$ cat config.mk
export PLATFORM = sky130hd
export DESIGN_NAME = shift_reg_univ_syn_ah
export DESIGN_NICKNAME = d
export VERILOG_FILES = /design/src/rtl/shift_reg_univ_syn_ah_pkg.sv /design/src/rtl/shift_reg_univ_syn_ah_fill_cnt.sv /design/src/rtl/shift_reg_univ_syn_ah.sv
export SDC_FILE = /design/constraint.sdc
export NUM_CORES = 1
export LEC_CHECK = 0
export CAP_MARGIN = 0
export CELL_PAD_IN_SITES_DETAIL_PLACEMENT = 1
export CELL_PAD_IN_SITES_GLOBAL_PLACEMENT = 2
export CORE_AREA = 2 2 78 50
export CTS_CLUSTER_DIAMETER = 80
export DETAILED_ROUTE_END_ITERATION = 8
export DIE_AREA = 0 0 80 52
export HOLD_SLACK_MARGIN = 0.03
export MAX_ROUTING_LAYER = met4
export PLACE_DENSITY_LB_ADDON = 0.1
export SLEW_MARGIN = 20
export SYNTH_ARGS = -nofsm -noshare
export SYNTH_HDL_FRONTEND = slang
export SYNTH_SLANG_ARGS = --single-unit
$ cat constraint.sdc
create_clock -name clk -period 2.1 [get_ports clk]
set_clock_uncertainty 0.2 [all_clocks]
set_input_delay 0.42 -clock clk [delete_from_list [all_inputs] [get_ports clk]]
set_output_delay 0.42 -clock clk [all_outputs]
set_load 0.01 [all_outputs]
$ cat src/rtl/shift_reg_univ_syn_ah_pkg.sv
// Shared definitions for the universal shift register.
// Holds the 3-bit operation encodings driven on mode_in.
package shift_reg_univ_syn_ah_pkg;

  localparam int MODE_W = 3;

  localparam logic [MODE_W-1:0] MODE_HOLD = 3'b000;
  localparam logic [MODE_W-1:0] MODE_SHL  = 3'b001;
  localparam logic [MODE_W-1:0] MODE_SHR  = 3'b010;
  localparam logic [MODE_W-1:0] MODE_ROL  = 3'b011;
  localparam logic [MODE_W-1:0] MODE_ROR  = 3'b100;
  localparam logic [MODE_W-1:0] MODE_LOAD = 3'b101;
  localparam logic [MODE_W-1:0] MODE_CLR  = 3'b110;
  // 3'b111 is reserved and decodes as HOLD.

endpackage

$ cat src/rtl/shift_reg_univ_syn_ah_fill_cnt.sv
// shift_fill_cnt_syn_ah: saturating fill counter for the shift register.
// Counts valid bits shifted in, stopping at WIDTH.
// Ports:
//   clk          rising-edge clock
//   reset_ah_in  synchronous active-high reset (count -> 0)
//   inc_in       add one valid bit (ignored once saturated)
//   set_full_in  jump straight to WIDTH (parallel load)
//   clr_in       clear count to 0
//   cnt_out      current count, 0..WIDTH
//   full_out     high when cnt_out == WIDTH
module shift_fill_cnt_syn_ah #(
  parameter int WIDTH = 8
) (
  input  logic                       clk,
  input  logic                       reset_ah_in,
  input  logic                       inc_in,
  input  logic                       set_full_in,
  input  logic                       clr_in,
  output logic [$clog2(WIDTH+1)-1:0] cnt_out,
  output logic                       full_out
);

  localparam int CNT_W = $clog2(WIDTH + 1);
  localparam logic [CNT_W-1:0] CNT_MAX = CNT_W'(WIDTH);

  logic [CNT_W-1:0] cnt_q;
  logic [CNT_W-1:0] cnt_d;
  logic             full;

  assign full = (cnt_q == CNT_MAX);

  // Clear beats load beats increment; the caller only asserts one at a time,
  // but a fixed priority keeps the behaviour defined regardless.
  always_comb begin
    cnt_d = cnt_q;
    if (clr_in) begin
      cnt_d = '0;
    end else if (set_full_in) begin
      cnt_d = CNT_MAX;
    end else if (inc_in && !full) begin
      cnt_d = cnt_q + CNT_W'(1);
    end
  end

  always_ff @(posedge clk) begin
    if (reset_ah_in) begin
      cnt_q <= '0;
    end else begin
      cnt_q <= cnt_d;
    end
  end

  assign cnt_out  = cnt_q;
  assign full_out = full;

endmodule

$ cat src/rtl/shift_reg_univ_syn_ah.sv
// shift_reg_univ_syn_ah: parametrised universal shift register with
// hold / shift / rotate / parallel load / clear and a saturating fill count.
// Ports:
//   clk           rising-edge clock
//   reset_ah_in   synchronous active-high reset (q -> RESET_VAL, count -> 0)
//   en_in         clock enable; low freezes register and count
//   mode_in       operation select (see package encodings)
//   d_in          parallel load data
//   ser_r_in      serial bit entering at LSB on shift left
//   ser_l_in      serial bit entering at MSB on shift right
//   q_out         register contents
//   ser_l_out     q_out MSB
//   ser_r_out     q_out LSB
//   fill_cnt_out  valid bits shifted in, saturating at WIDTH
//   full_out      fill_cnt_out == WIDTH
module shift_reg_univ_syn_ah
  import shift_reg_univ_syn_ah_pkg::*;
#(
  parameter int               WIDTH     = 8,
  parameter logic [WIDTH-1:0] RESET_VAL = '0,
  parameter int               CNT_W     = $clog2(WIDTH + 1)
) (
  input  logic              clk,
  input  logic              reset_ah_in,
  input  logic              en_in,
  input  logic [2:0]        mode_in,
  input  logic [WIDTH-1:0]  d_in,
  input  logic              ser_r_in,
  input  logic              ser_l_in,
  output logic [WIDTH-1:0]  q_out,
  output logic              ser_l_out,
  output logic              ser_r_out,
  output logic [CNT_W-1:0]  fill_cnt_out,
  output logic              full_out
);

  logic [WIDTH-1:0] q_q;
  logic [WIDTH-1:0] q_d;
  logic             cnt_inc;
  logic             cnt_set_full;
  logic             cnt_clr;

  // Mode mux. Enable is folded in here so a disabled cycle issues no
  // counter commands and leaves q_d == q_q.
  always_comb begin
    q_d          = q_q;
    cnt_inc      = 1'b0;
    cnt_set_full = 1'b0;
    cnt_clr      = 1'b0;
    if (en_in) begin
      case (mode_in)
        MODE_SHL: begin
          q_d     = {q_q[WIDTH-2:0], ser_r_in};
          cnt_inc = 1'b1;
        end
        MODE_SHR: begin
          q_d     = {ser_l_in, q_q[WIDTH-1:1]};
          cnt_inc = 1'b1;
        end
        // Rotates only reorder existing bits, so the count is untouched.
        MODE_ROL: q_d = {q_q[WIDTH-2:0], q_q[WIDTH-1]};
        MODE_ROR: q_d = {q_q[0], q_q[WIDTH-1:1]};
        MODE_LOAD: begin
          q_d          = d_in;
          cnt_set_full = 1'b1;
        end
        // Clear goes to zero, not RESET_VAL.
        MODE_CLR: begin
          q_d     = '0;
          cnt_clr = 1'b1;
        end
        default: q_d = q_q;  // HOLD and reserved 3'b111
      endcase
    end
  end

  always_ff @(posedge clk) begin
    if (reset_ah_in) begin
      q_q <= RESET_VAL;
    end else begin
      q_q <= q_d;
    end
  end

  shift_fill_cnt_syn_ah #(
    .WIDTH (WIDTH)
  ) u_fill_cnt (
    .clk         (clk),
    .reset_ah_in (reset_ah_in),
    .inc_in      (cnt_inc),
    .set_full_in (cnt_set_full),
    .clr_in      (cnt_clr),
    .cnt_out     (fill_cnt_out),
    .full_out    (full_out)
  );

  assign q_out     = q_q;
  assign ser_l_out = q_q[WIDTH-1];
  assign ser_r_out = q_q[0];

endmodule
# [Word-level counts from Yosys, hierarchy flattened]
# Cells that the tools add are included.
[op_classes] n_mux=9 n_reduce_logical=8 n_eq_ne=7 n_addsub=1
[op_table] cell="$pmux W8 S6" n=1
[op_table] cell="$eq A3 B3 Y1 const B" n=3
[op_table] cell="$mux W4" n=2
[op_table] cell="$eq A3 B2 Y1 const B" n=2
[op_table] cell="$mux W1" n=6
[op_table] cell="$reduce_bool A6 Y1" n=1
[op_table] cell="$add A4 B1 Y4 const B" n=1
[op_table] cell="$eq A4 B4 Y1 const B" n=1
[op_table] cell="$reduce_or A2 Y1" n=2
[op_table] cell="$eq A3 B1 Y1 const B" n=1
[op_table] cell="$reduce_or A3 Y1" n=1
[op_table] cell="$reduce_and A2 Y1" n=1
[op_table] cell="$reduce_bool A2 Y1" n=1
[op_table] cell="$logic_and A1 B1 Y1" n=1
[op_table] cell="$logic_not A1 Y1" n=1
[totals] ff_bits=12 out_inout_bits=15 input_bits=16

# [Logic depth before layout (Yosys ltp)]
[logic_depth] word_depth=7 depth_mapped=6 mapped_depth_nobuf=6

# [By module]
# A second synthesis with hierarchy kept.
[unflattened] hier_cells=97 hier_area_um2=900.9
[by_module_without_submodules] module="shift_reg_univ_syn_ah" instances=1 cells_each=71 area_per_inst_um2=669.4
[by_module_without_submodules] module="shift_fill_cnt_syn_ah" instances=1 cells_each=26 area_per_inst_um2=231.5

# [Least setup slack after synthesis]
# No wires, ideal clock.
[synth_path] path_type="input-to-reg" startpoint="input mode_in[2]" endpoint="register q_q[7] (netlist: q_out[7])" path_buffers=2 arrival_ps=1334 slack_ps=425 path_stages=6 path_cell_list="or3_1 and3_1 buf_6 buf_6 nor2_1 a211oi_2"
[synth_via] elab_chain_len=3
[synth_rtl] element="start, declared" line="shift_reg_univ_syn_ah.sv:26" text="input logic [2:0] mode_in,"
[synth_rtl] element="$eq A3 B3 Y1, or another cell as far along" line="shift_reg_univ_syn_ah.sv:51" text="case (mode_in)"
[synth_rtl] element="$reduce_bool A6 Y1 (no source line)"
[synth_rtl] element="$reduce_and A2 Y1 (no source line)"
[synth_rtl] element="end signal, assigned" line="shift_reg_univ_syn_ah.sv:81" text="q_q <= q_d;"
[synth_rtl] element="end, declared" line="shift_reg_univ_syn_ah.sv:37" text="logic [WIDTH-1:0] q_q;"
# Several ways; a longest one is shown, not always the timed one.
# A chain may end at the register's enable or synchronous reset.

# [Worst setup path in the final report]
[layout_path] startpoint="input mode_in[0]" endpoint="register q_q[1] (netlist: q_out[1])"
# The elaborated chain is that of the path after synthesis.

==> summary.txt <==
Clocking
  – Clock Tree Buf Depth: 2
  – Clock-pin transition on the worst setup and hold timing paths: 0.06 ns
  – Cts repair resizes: 2
  – Clk_lat worst skew: 0.24 ns
  – Root buffer cell: clkbuf_8
  – CTS HTree Levels: 1
  – Post-CTS Setup Inserts: 0
  – CTS tree: built
  – # hold bufs at CTS: 0
  – Clk sinks: 12
  – CTS Buf Count: 3

STA
  – Peak Freq: 513.5 MHz
  – Hold Violations, Final: 0
  – Period Utilization, post-route: 0.9273
  – Setup violators final: 0
  – Setup slack after layout: 0.1527 ns
  – Max-slew violation count: 0
  – Min Hold Slack: 0.3398 ns
  – Final min period: 1.947 ns
  – Worst Tran Pin Value: 0.3546 ns
  – RSZ-0062 raised after global routing: false
  – Relative slew slack: 0.7636

Setup path
  – Register-to-Register Path Depth: 3
  – Worst r2r src: q_out[0]$_SDFFE_PP0P_
  – Most used cell, CP: buf_4
  – Crit-path cells: clkdlybuf4s50_1 > buf_4 > buf_4 > nor2b_1 > a221o_1 > a311oi_1
  – Crit path DAT: 1.90 ns
  – Critical path class: input port to register
  – FF-to-FF setup slack: 0.65 ns
  – Max incr delay on CP: 0.58 ns
  – Critical Path RT: 2.05 ns
  – Critical path startpoint category: input port
  – Worst path depth: 6
  – Top cell family by delay on the critical path: buffers and inverters
  – Critical-path top delay cell: clkdlybuf4s50_1
  – CP max FO: 6
  – Critical Path End Type: register
  – Crit path buffers/inverters: 3
  – Reg-to-Reg End: q_out[7]$_SDFFE_PP0P_

Synthesis
  – Syn Inst Count: 90
  – Sequential fraction of the synthesis area: 0.3038
  – Synth Cell Area: 790.8 µm²
  – Avg Inst Size Synth: 8.786 µm²
  – Synth Area in Compound Gates: 0.2484
  – Post-Synth Adder-Cell Area: 0.03165
  – Net Count, Synth: 108
  – Xor and xnor area share after synthesis: 0.05538
  – Simple-gate share of the synthesized area: 0.2405
  – Mux share of post-synthesis cell area: 0.02690
  – Main combinational cell family by area after synthesis: compound AO/OA/AOI/OAI gates
  – Ys Warns: 0
  – Synth unique cells: 34
  – #FFs+latches synth: 12

Routing
  – Starting DRT DRC Count: 42
  – Detailed-route wire length: 2.483 mm
  – First-pass DRT Iterations: 5
  – Residual DRC: 0
  – Final ANT Viol Nets: 0
  – Vias: 836
  – Routed WL per cell: 14.11 µm
  – Vias per Instance: 4.750

Global route
  – Number of global-route vias before repair: 837
  – Largest net degree at the start of global routing: 15
  – Initial antenna violation count: 0
  – Total gr overflow: 0
  – First-pass GRT wire length: 4.126 mm
  – Gr usage total: 0.1334

Placed design
  – Number of I/O port buffers: 30
  – Placed instance count: 172
  – GP Congestion: 0.7514
  – Detailed Place HPWL: 1.905 mm
  – DP Worst Slack: -0.09035 ns

Die
  – Core Box Area: 3488 µm²
  – # rows: 17
  – Die X: 80 µm
  – DIE AREA: 4160 µm²
  – Initial core utilization: 0.2267
  – Die Y-Extent: 52 µm
  – I/O pins: 31

Power and ir drop
  – Pwr/cell area: 563.8 nW/µm²
  – VDD IR max: 212.0 µV
  – Leak Pwr: 0.0004812 µW
  – Power Total: 714.7 µW

Finish
  – ANT cells: 0
  – Post-layout util: 0.3633
  – Share of cells above drive strength 1: 0.2171
  – Final Non-Filler Cells: 176
  – Area Overhead vs Synth: 60.29%
  – Nets: 148

Min path
  – Hold path depth: 2
  – WHS Endpoint: q_out[0]$_SDFFE_PP0P_
  – HP Start: q_out[0]$_SDFFE_PP0P_
  – Hold Path Class: register to register

Run status
  – Status: finished clean

Flow run
  – Max Cap Violations: 0
[cells in the mapped netlist]
library cell	count	area (µm²)
dfxtp_1	12	240.2
nor2_1	9	33.78
a211oi_2	6	75.07
a222oi_1	6	60.06
nand2_1	4	15.01
nor2b_1	4	25.02
and3_1	3	18.77
buf_4	3	22.52
inv_1	3	11.26
nand3_1	3	15.01
nor3_1	3	15.01
nor3b_1	3	22.52
xor2_1	3	26.28
buf_2	2	10.01
buf_6	2	22.52
ha_1	2	25.02
nand4_1	2	12.51
o21ai_0	2	10.01
o21ai_1	2	10.01
xnor2_1	2	17.52
a211o_1	1	8.760
a21oi_1	1	5.000
a221o_1	1	10.01
a311oi_1	1	8.760
a31o_2	1	8.760
and2_1	1	6.260
buf_1	1	3.750
clkbuf_1	1	3.750
mux2_1	1	11.26
mux2i_1	1	10.01
nand2b_1	1	6.260
nand3b_1	1	7.510
nor2_2	1	6.260
or3_1	1	6.260
[worst max path at each step]
stage | startpoint | endpoint | slack, ns
global route | mode_in[0] | q_out[1]$_SDFFE_PP0P_ | 0.03
detailed placement | mode_in[1] | u_fill_cnt.cnt_out[2]$_SDFFE_PP0P_ | -0.09
finish | mode_in[0] | q_out[1]$_SDFFE_PP0P_ | 0.15
CTS | mode_in[2] | q_out[2]$_SDFFE_PP0P_ | 0.15
global placement | mode_in[2] | q_out[2]$_SDFFE_PP0P_ | -0.09
floorplan | mode_in[2] | q_out[7]$_SDFFE_PP0P_ | 0.43
[cell families (layout without fill, tap and decap cells)]
kind of cell	Yosys count	after routing
and+or+nand+nor	36	36
buffers and inverters	12	51
DFF	12	12
adders and majority gates	2	2
muxes	2	2
xor gates and xnor gates	5	5
AOI/OAI and AO/OA	21	21
[area by class of cell]
class	count	area, µm²
fillers	411	2221
multi-input cells	66	484.2
repair buffers	44	416.7
flip-flops and latches	12	241.5
well taps	47	58.81
clock buffers	4	55.05
inverters	3	11.26
[metrics by stage]
stage               TNS (ns)  cell area [µm²]
floorplan                  0            790.8
global placement     -0.6082             1205
detailed placement   -0.7298             1205
CTS                        0             1260
global route               0             1267
finish                     0             1267
[cell usage in the layout (no fill, tap or decap), drive strengths merged, types with 2 or more instances in the layout]
cell type | synthesis | routed
buf | 8 | 14
o21ai | 4 | 4
xnor2 | 2 | 2
inv | 3 | 3
clkbuf | 1 | 4
nand2 | 4 | 4
nand4 | 2 | 2
a211oi | 6 | 6
nand3 | 3 | 3
nor3 | 3 | 3
nor2b | 4 | 4
xor2 | 3 | 3
nor2 | 10 | 10
and3 | 3 | 3
nor3b | 3 | 3
dfxtp | 12 | 12
a222oi | 6 | 6
ha | 2 | 2
clkdlybuf4s50 | 0 | 29
[routing by layer]
layer,global-route usage,wire length [µm],vias up
li1,-,-,409
met1,0.1773,1298,404
met2,0.2000,1061,21
met3,0.04861,116,2
met4,0.01695,7,0
met5,-,0,-
[tightest hold or removal path, stage by stage, from the launching register on]
cell and delay (ns):
dfxtp_1 0.36, nand2b_1 0.09, o21ai_1 0.05
[flip-flops by register name (all words and copies together) (netlist names)]
signal	count
q_out	8
u_fill_cnt.cnt_out	4
[report_power, final]
| part | internal (µW) | switching, µW |
|---|---|---|
| combinational | 111 | 84.1 |
| clock | 166 | 94.6 |
| sequential | 242 | 16.9 |
| total | 519 | 196 |
Note: power is estimated with default switching activity, not from simulation.
